`src/rtl/gpio_port_pkg.sv`:
```
// Shared constants for the gpio_port block: register map and legal parameter ranges.
package gpio_port_pkg;

  localparam logic [1:0] GPIO_ADDR_OUT = 2'd0;
  localparam logic [1:0] GPIO_ADDR_DIR = 2'd1;
  localparam logic [1:0] GPIO_ADDR_IN  = 2'd2;
  localparam logic [1:0] GPIO_ADDR_IRQ = 2'd3;

  localparam int GPIO_BUS_WIDTH = 32;
  localparam int GPIO_WIDTH_MIN = 1;
  localparam int GPIO_WIDTH_MAX = 32;
  localparam int GPIO_SYNC_MIN  = 2;
  localparam int GPIO_SYNC_MAX  = 4;

endpackage

```
`src/rtl/gpio_sync.sv`:
```
// WIDTH-wide, SYNC_STAGES-deep input synchroniser; every stage resets to 0.
module gpio_sync
  import gpio_port_pkg::*;
#(
  parameter int WIDTH       = 8,
  parameter int SYNC_STAGES = 2
) (
  input  logic             clk,
  input  logic             rst_n,
  input  logic [WIDTH-1:0] d,
  output logic [WIDTH-1:0] q
);

  if (SYNC_STAGES < GPIO_SYNC_MIN || SYNC_STAGES > GPIO_SYNC_MAX) begin : g_bad_depth
    $error("gpio_sync: SYNC_STAGES out of range");
  end

  logic [WIDTH-1:0] stage_r [SYNC_STAGES];

  // Shift chain: stage 0 captures the pin, later stages follow one edge behind.
  always_ff @(posedge clk or negedge rst_n) begin
    if (!rst_n) begin
      for (int i = 0; i < SYNC_STAGES; i++) begin
        stage_r[i] <= '0;
      end
    end else begin
      stage_r[0] <= d;
      for (int i = 1; i < SYNC_STAGES; i++) begin
        stage_r[i] <= stage_r[i-1];
      end
    end
  end

  assign q = stage_r[SYNC_STAGES-1];

endmodule

```
`src/rtl/gpio_port.sv`:
```
// Parametrised GPIO port on the registered peripheral bus (two-cycle read latency).
// Optional rising-edge interrupt unit is built when GPIO_PORT_IRQ_EN is defined.
module gpio_port
  import gpio_port_pkg::*;
#(
  parameter int WIDTH       = 8,
  parameter int SYNC_STAGES = 2
) (
  input  logic             clk,
  input  logic             reset,
  input  logic             read,
  input  logic             write,
  input  logic [1:0]       address,
  input  logic [31:0]      dataIn,
  output logic             readValid,
  output logic [31:0]      dataOut,
  input  logic [WIDTH-1:0] ioIn,
  output logic [WIDTH-1:0] ioOut,
  output logic [WIDTH-1:0] ioOe,
  output logic             irq
);

  if (WIDTH < GPIO_WIDTH_MIN || WIDTH > GPIO_WIDTH_MAX) begin : g_bad_width
    $error("gpio_port: WIDTH out of range");
  end

  if (WIDTH < GPIO_BUS_WIDTH) begin : g_unused_hi
    logic unused_hi_s;
    assign unused_hi_s = |dataIn[GPIO_BUS_WIDTH-1:WIDTH];
  end

  logic             read_r;
  logic             write_r;
  logic [1:0]       addr_r;
  logic [WIDTH-1:0] wdata_r;
  logic [WIDTH-1:0] out_r;
  logic [WIDTH-1:0] dir_r;
  logic [WIDTH-1:0] in_s;
  logic [WIDTH-1:0] status_s;
  logic [31:0]      rd_word_s;

  // Request stage: control bits reset, write data is a plain pipeline flop.
  always_ff @(posedge clk or negedge reset) begin
    if (!reset) begin
      read_r  <= 1'b0;
      write_r <= 1'b0;
      addr_r  <= 2'd0;
    end else begin
      read_r  <= read;
      write_r <= write;
      addr_r  <= address;
    end
  end

  // Write data capture, deliberately without reset.
  always_ff @(posedge clk) begin
    wdata_r <= dataIn[WIDTH-1:0];
  end

  // OUT and DIR registers.
  always_ff @(posedge clk or negedge reset) begin
    if (!reset) begin
      out_r <= '0;
      dir_r <= '0;
    end else begin
      if (write_r && (addr_r == GPIO_ADDR_OUT)) begin
        out_r <= wdata_r;
      end
      if (write_r && (addr_r == GPIO_ADDR_DIR)) begin
        dir_r <= wdata_r;
      end
    end
  end

  gpio_sync #(
    .WIDTH       (WIDTH),
    .SYNC_STAGES (SYNC_STAGES)
  ) u_sync (
    .clk   (clk),
    .rst_n (reset),
    .d     (ioIn),
    .q     (in_s)
  );

`ifdef GPIO_PORT_IRQ_EN
  logic [WIDTH-1:0] hist_r;
  logic [WIDTH-1:0] status_r;
  logic             irq_r;
  logic [WIDTH-1:0] rise_s;
  logic [WIDTH-1:0] clr_s;

  // Rising-edge detect and W1C mask for the status register.
  always_comb begin
    rise_s = in_s & ~hist_r;
    if (write_r && (addr_r == GPIO_ADDR_IRQ)) begin
      clr_s = wdata_r;
    end else begin
      clr_s = '0;
    end
  end

  // Status update: the set term is OR-ed last so a same-cycle edge beats a clear.
  always_ff @(posedge clk or negedge reset) begin
    if (!reset) begin
      hist_r   <= '0;
      status_r <= '0;
      irq_r    <= 1'b0;
    end else begin
      hist_r   <= in_s;
      status_r <= (status_r & ~clr_s) | rise_s;
      irq_r    <= |status_r;
    end
  end

  assign status_s = status_r;
  assign irq      = irq_r;
`else
  assign status_s = '0;
  assign irq      = 1'b0;
`endif

  // Read mux from the registered address; sees pre-write register contents.
  always_comb begin
    rd_word_s = 32'd0;
    case (addr_r)
      GPIO_ADDR_OUT: rd_word_s[WIDTH-1:0] = out_r;
      GPIO_ADDR_DIR: rd_word_s[WIDTH-1:0] = dir_r;
      GPIO_ADDR_IN:  rd_word_s[WIDTH-1:0] = in_s;
      GPIO_ADDR_IRQ: rd_word_s[WIDTH-1:0] = status_s;
      default:       rd_word_s = 32'd0;
    endcase
  end

  // Read response: one-cycle valid pulse, data held until the next read.
  always_ff @(posedge clk or negedge reset) begin
    if (!reset) begin
      readValid <= 1'b0;
      dataOut   <= 32'd0;
    end else begin
      readValid <= read_r;
      if (read_r) begin
        dataOut <= rd_word_s;
      end
    end
  end

  assign ioOut = out_r;
  assign ioOe  = dir_r;

endmodule

```
`config.mk`:
```
export PLATFORM = sky130hd
export DESIGN_NAME = gpio_port
export DESIGN_NICKNAME = d
export VERILOG_FILES = /design/src/rtl/gpio_port_pkg.sv /design/src/rtl/gpio_sync.sv /design/src/rtl/gpio_port.sv
export SDC_FILE = /design/constraint.sdc
export NUM_CORES = 1
export LEC_CHECK = 0
export ABC_AREA = 1
export CORE_ASPECT_RATIO = 1.4
export CORE_MARGIN = 2
export CORE_UTILIZATION = 41
export DETAILED_ROUTE_END_ITERATION = 7
export GPL_ROUTABILITY_DRIVEN = 0
export PLACE_DENSITY = 0.88
export SYNTH_ARGS = -nofsm -noshare
export SYNTH_HDL_FRONTEND = slang
export SYNTH_HIERARCHICAL = 1
export SYNTH_SLANG_ARGS = --single-unit
export TNS_END_PERCENT = 10
```
`constraint.sdc`:
```
create_clock -name clk -period 1.5 [get_ports clk]
set_input_delay 0.225 -clock clk [delete_from_list [all_inputs] [get_ports clk]]
set_output_delay 0.225 -clock clk [all_outputs]
set_load 0.005 [all_outputs]
```
; ---- Word-level counts from Yosys, hierarchy flattened
; Index checks and enable logic that the tools add are counted.
[totals]
regBits = 53
inputBits = 46
elab_cells = 17
[op_classes]
n_eq_ne = 3
mux = 1
n_reduce_logical = 3
[op_table]
columns = cell, n
row1 = $pmux W8 S4, 1
row2 = $eq A2 B2 Y1 const B, 2
row3 = $eq A2 B1 Y1 const B, 1
row4 = $logic_and A1 B1 Y1, 2
row5 = $logic_not A2 Y1, 1

; ---- Depth between registers and ports, before layout
; Gate-level depths: netlist (run 1).
[logic_depth]
depth_word = 2
ltp_mapped = 6
depth_no_buf = 5

; ---- Hierarchy
; The synthesis (run 1) kept the hierarchy.
[modules_own_cells]
columns = module, n_inst, cells_each, area_per_inst_um2
row1 = gpio_port, 1, 178, 1650.3
row2 = gpio_sync, 1, 24, 460.4

; ---- Least setup slack after synthesis (run 1)
; OpenSTA, ideal clock, no wires.
[synth_path]
path_kind = register to register
from = reg addr_r[1]
to = reg out_r[5] (netlist: ioOut[5])
t_arrival_ns = 1.026
required_ns = 1.382
slack_ns = 0.356
stages_incl_launch_ff = 7
period_less_slack_ns = 1.144
cell_sequence = dfrtp_1 -> buf_6 -> nor2_4 -> nand2_4 -> buf_6 -> nand2_1 -> o21ai_2
[synth_between]
elab_chain_cells = 2
[synth_rtl]
columns = element, line
row1 = start: declaration, gpio_port.sv:34  ; logic [1:0] addr_r;
row2 = start signal: assignment, gpio_port.sv:51  ; addr_r <= address;
row3 = $logic_not A2 Y1, gpio_port.sv:66  ; if (write_r && (addr_r == GPIO_ADDR_OUT)) begin
row4 = $logic_and A1 B1 Y1, gpio_port.sv:66
row5 = end signal: assignment, gpio_port.sv:67  ; out_r <= wdata_r;
row6 = end: declaration, gpio_port.sv:36  ; logic [WIDTH-1:0] out_r;
; Every way passes these cells.
; A chain may end at the register's enable or synchronous reset.

; ---- Worst setup path after layout (run 1)
[layout_path]
from = reg dir_r[0] (netlist: ioOe[0])
to = out ioOe[0]
[layout_lines]
columns = element, line
row1 = start: declaration, gpio_port.sv:37  ; logic [WIDTH-1:0] dir_r;
row2 = start signal: assignment, gpio_port.sv:70  ; dir_r <= wdata_r;
row3 = end: declaration, gpio_port.sv:19  ; output logic [WIDTH-1:0] ioOe,
; No word-level cell between the ends.

==> results of run 1 <==
==> synth_stat cells <==
cell type  count  area, µm²
o21ai_2       13        114
buf_2          1       5.00
dfxtp_1        8        160
nand2_1       40        150
inv_2          2       7.51
nand3_4        1       17.5
buf_6          2       22.5
nand2_4        1       11.3
conb_1         1       3.75
inv_1          8       30.0
o21ai_1        3       15.0
dfrtp_1       45       1130
clkbuf_1       1       3.75
nor2_4         1       11.3
nand3_1       16       80.1
buf_4         35        263
nor2_1        24       90.1
==> path summary, 6_finish.rpt <==
check                      slack, ns                 end          startpoint  cells after the start
max reg2reg                     0.18             ioOe[1]           addr_r[1]                      4
min reg2reg                     0.35         u_sync/q[3]  u_sync/stage_r[11]                      0
max in group asynchronous       0.87          dataOut[2]               reset                      3
max                             0.04             ioOe[0]             ioOe[0]                      1
min in group asynchronous       0.42           addr_r[0]               reset                      3
min                             0.35  u_sync/stage_r[12]             ioIn[4]                      1
==> state kept, by name, indices dropped and copies added, names as in the netlist <==
signal and count:
addr_r 2, dataOut 8, ioOe 8, ioOut 8, readValid 1, read_r 1
u_sync/q 8, u_sync/stage_r 8, wdata_r 8, write_r 1
==> cell families after synthesis <==
| family | count (synthesis) | share of synthesized area, % |
|---|---|---|
| compound gates | 16 | 6.11 |
| buf+inv | 49 | 15.7 |
| flops | 53 | 60.9 |
| other cells | 1 | 0.178 |
| simple gates | 83 | 17.1 |
==> metal layers <==
metal,track usage [%],up-vias
met3,2.77,12
met5,0,-
met2,24.6,68
li1,-,653
met4,9.67,0
met1,15.8,615
==> timing repair <==
action                                 in CTS  in global routing
hold buffers                                1                  0
buffers inserted                            0                  0
endpoints found under the hold margin      45                  0
==> stage by stage <==
step                total power, W  setup slack [ns]
floorplan                  0.00193             0.356
global placement           0.00217             0.271
detailed placement         0.00219             0.222
CTS                        0.00299            0.0301
global route               0.00311           0.00128
finish                     0.00296            0.0401
==> final cells by class <==
class,count,area [µm²],share of cell area (%)
clock inverter,1,7.51,0.292
sequential,53,1290,50.0
timing repair buffer,49,493,19.2
multi-input combinational,124,583,22.7
inverter,10,37.5,1.46
clock buffer,7,86.3,3.35
tap,64,80.1,3.11
==> power by group through the flow <==
stage	Sequential [W]	Clock, W	Combinational (W)
6_report	0.00166	0.000799	0.000502
5_1_grt	0.00168	0.000868	0.000557
4_1_cts	0.00166	0.000823	0.000508
3_5_place_dp	0.00169	0	0.000503
3_3_place_gp	0.00169	0	0.000488
2_1_floorplan	0.00167	0	0.000257
==> results.yml, run 1 <==
run_status:
  status: "finished clean"
detailed_routing:
  wl_met3_um: 216
  wl_met1_mm: 1.38
  vias: 1348
  finalWirelength_mm: 3.70
  drt-vias-per-instance: 4.38
  drt_iter0_drc: 33
  drc: 0
  dr_wl_met2_mm: 1.93
  wire_per_inst_um: 12.0
  top_layer: "met4"
  postRouteAntennaNets: 0
  dr.pass1.iters: 4
yosys:
  yosysSeqAreaShare_pct: 60.9
  ys_ff_latch: 53
  netlist_instances: 202
  synth-warning-count: 6
  synth_area_per_cell_um2: 10.4
  synth.distinct_cells: 17
  synth_area_um2: 2110
clock_network:
  cts_buffer_depth: 2
  cts_resized: 0
  clock-sinks: 53
  cts_buffers: 5
  clock-root-buffer: "clkbuf_8"
  clkLatencyLatePin_ns: 0.30
  htreeDepth: 2
  path_clk_slew_ns: 0.09
  cts_tree: "built"
sta:
  hold_violations: 0
  finalSetupViolations: 0
  min_period_ns: 1.46
  fmax_mhz: 685
  skew_ns: 0.00675
  fin_crit_sh_pct: 97.3
  finalMaxSlewViolations: 0
  rsz0062_at_grt: "no"
  relSlewSlack_pct: 64.4
  whs_ns: 0.354
  worst_slew_pin_slew_ns: 0.534
  finalSetupTns_ns: 0
setup_path:
  crit_fanout: 3
  crit_chain: "clkdlybuf4s50_1"
  arrival_ns: 1.23
  cp_slowest_stage_delay_ns: 0.54
  path_buf_inv: 1
  worstSetupStartpointType: "flip-flop"
  crit_family: "buffers and inverters"
  critPathCaptureType: "output port"
  crit_slowest_cell: "clkdlybuf4s50_1"
  crit_type: "flip-flop to output port"
  cp.required_ns: 1.27
pwr:
  seqPwrFrac_pct: 56.1
  p_sw_share_pct: 24.9
  p_leak_nw: 1.22
  power.density_nw_per_um2: 1150
  pwr-share-clk_pct: 27.0
  peakVddDrop_uv: 751
  switchingPower_w: 0.000738
  intPower_w: 0.00223
  p_comb_share_pct: 16.9
floorplanning:
  die_y_um: 88.9
  die_area_um2: 5750
  core_area_um2: 4920
  initial_core_util_pct: 42.9
  io_pins: 96
  dieWidth_um: 64.6
  placementRows: 30
finish:
  fin_cells: 308
  layout_common_cells: "dfrtp_1 (45), clkdlybuf4s50_1 (45), nand2_1 (40)"
  syn2layout_area_growth_pct: 21.9
  insertedDiodeCount: 0
  drive_above_1_share_pct: 11.5
  fin_nets: 289
  fin_area_um2: 2570
  fill_cells: 439
  utilization_pct: 52.3
placed_design:
  place_inst: 299
  dpl_cell_area_um2: 2470
  io_buffer_count: 46
  hpwl_mm: 2.70
grt:
  grt_max_degree: 46
  grtUsageTotal_pct: 14.2
  grt_pass1_wl_mm: 6.12
  gr-total-overflow: 0
  antenna_found_initial: 0
  grt_pass1_vias: 1281
job:
  cap_violations: 0
hold_path:
  hold_class: "primary input to flip-flop"
Power figures use the tool's default switching activity.
==> run 2, diff against run 1 <==
CTS_CLUSTER_DIAMETER = 40   (was unset)
==> results of run 2 <==
The final DEF is identical to that of run 1; final timing and power are the same.
==> run 3, diff against run 2 <==
CTS_CLUSTER_SIZE = 30   (was unset)
==> results of run 3 <==
The final DEF is identical to that of run 1; final timing and power are the same.
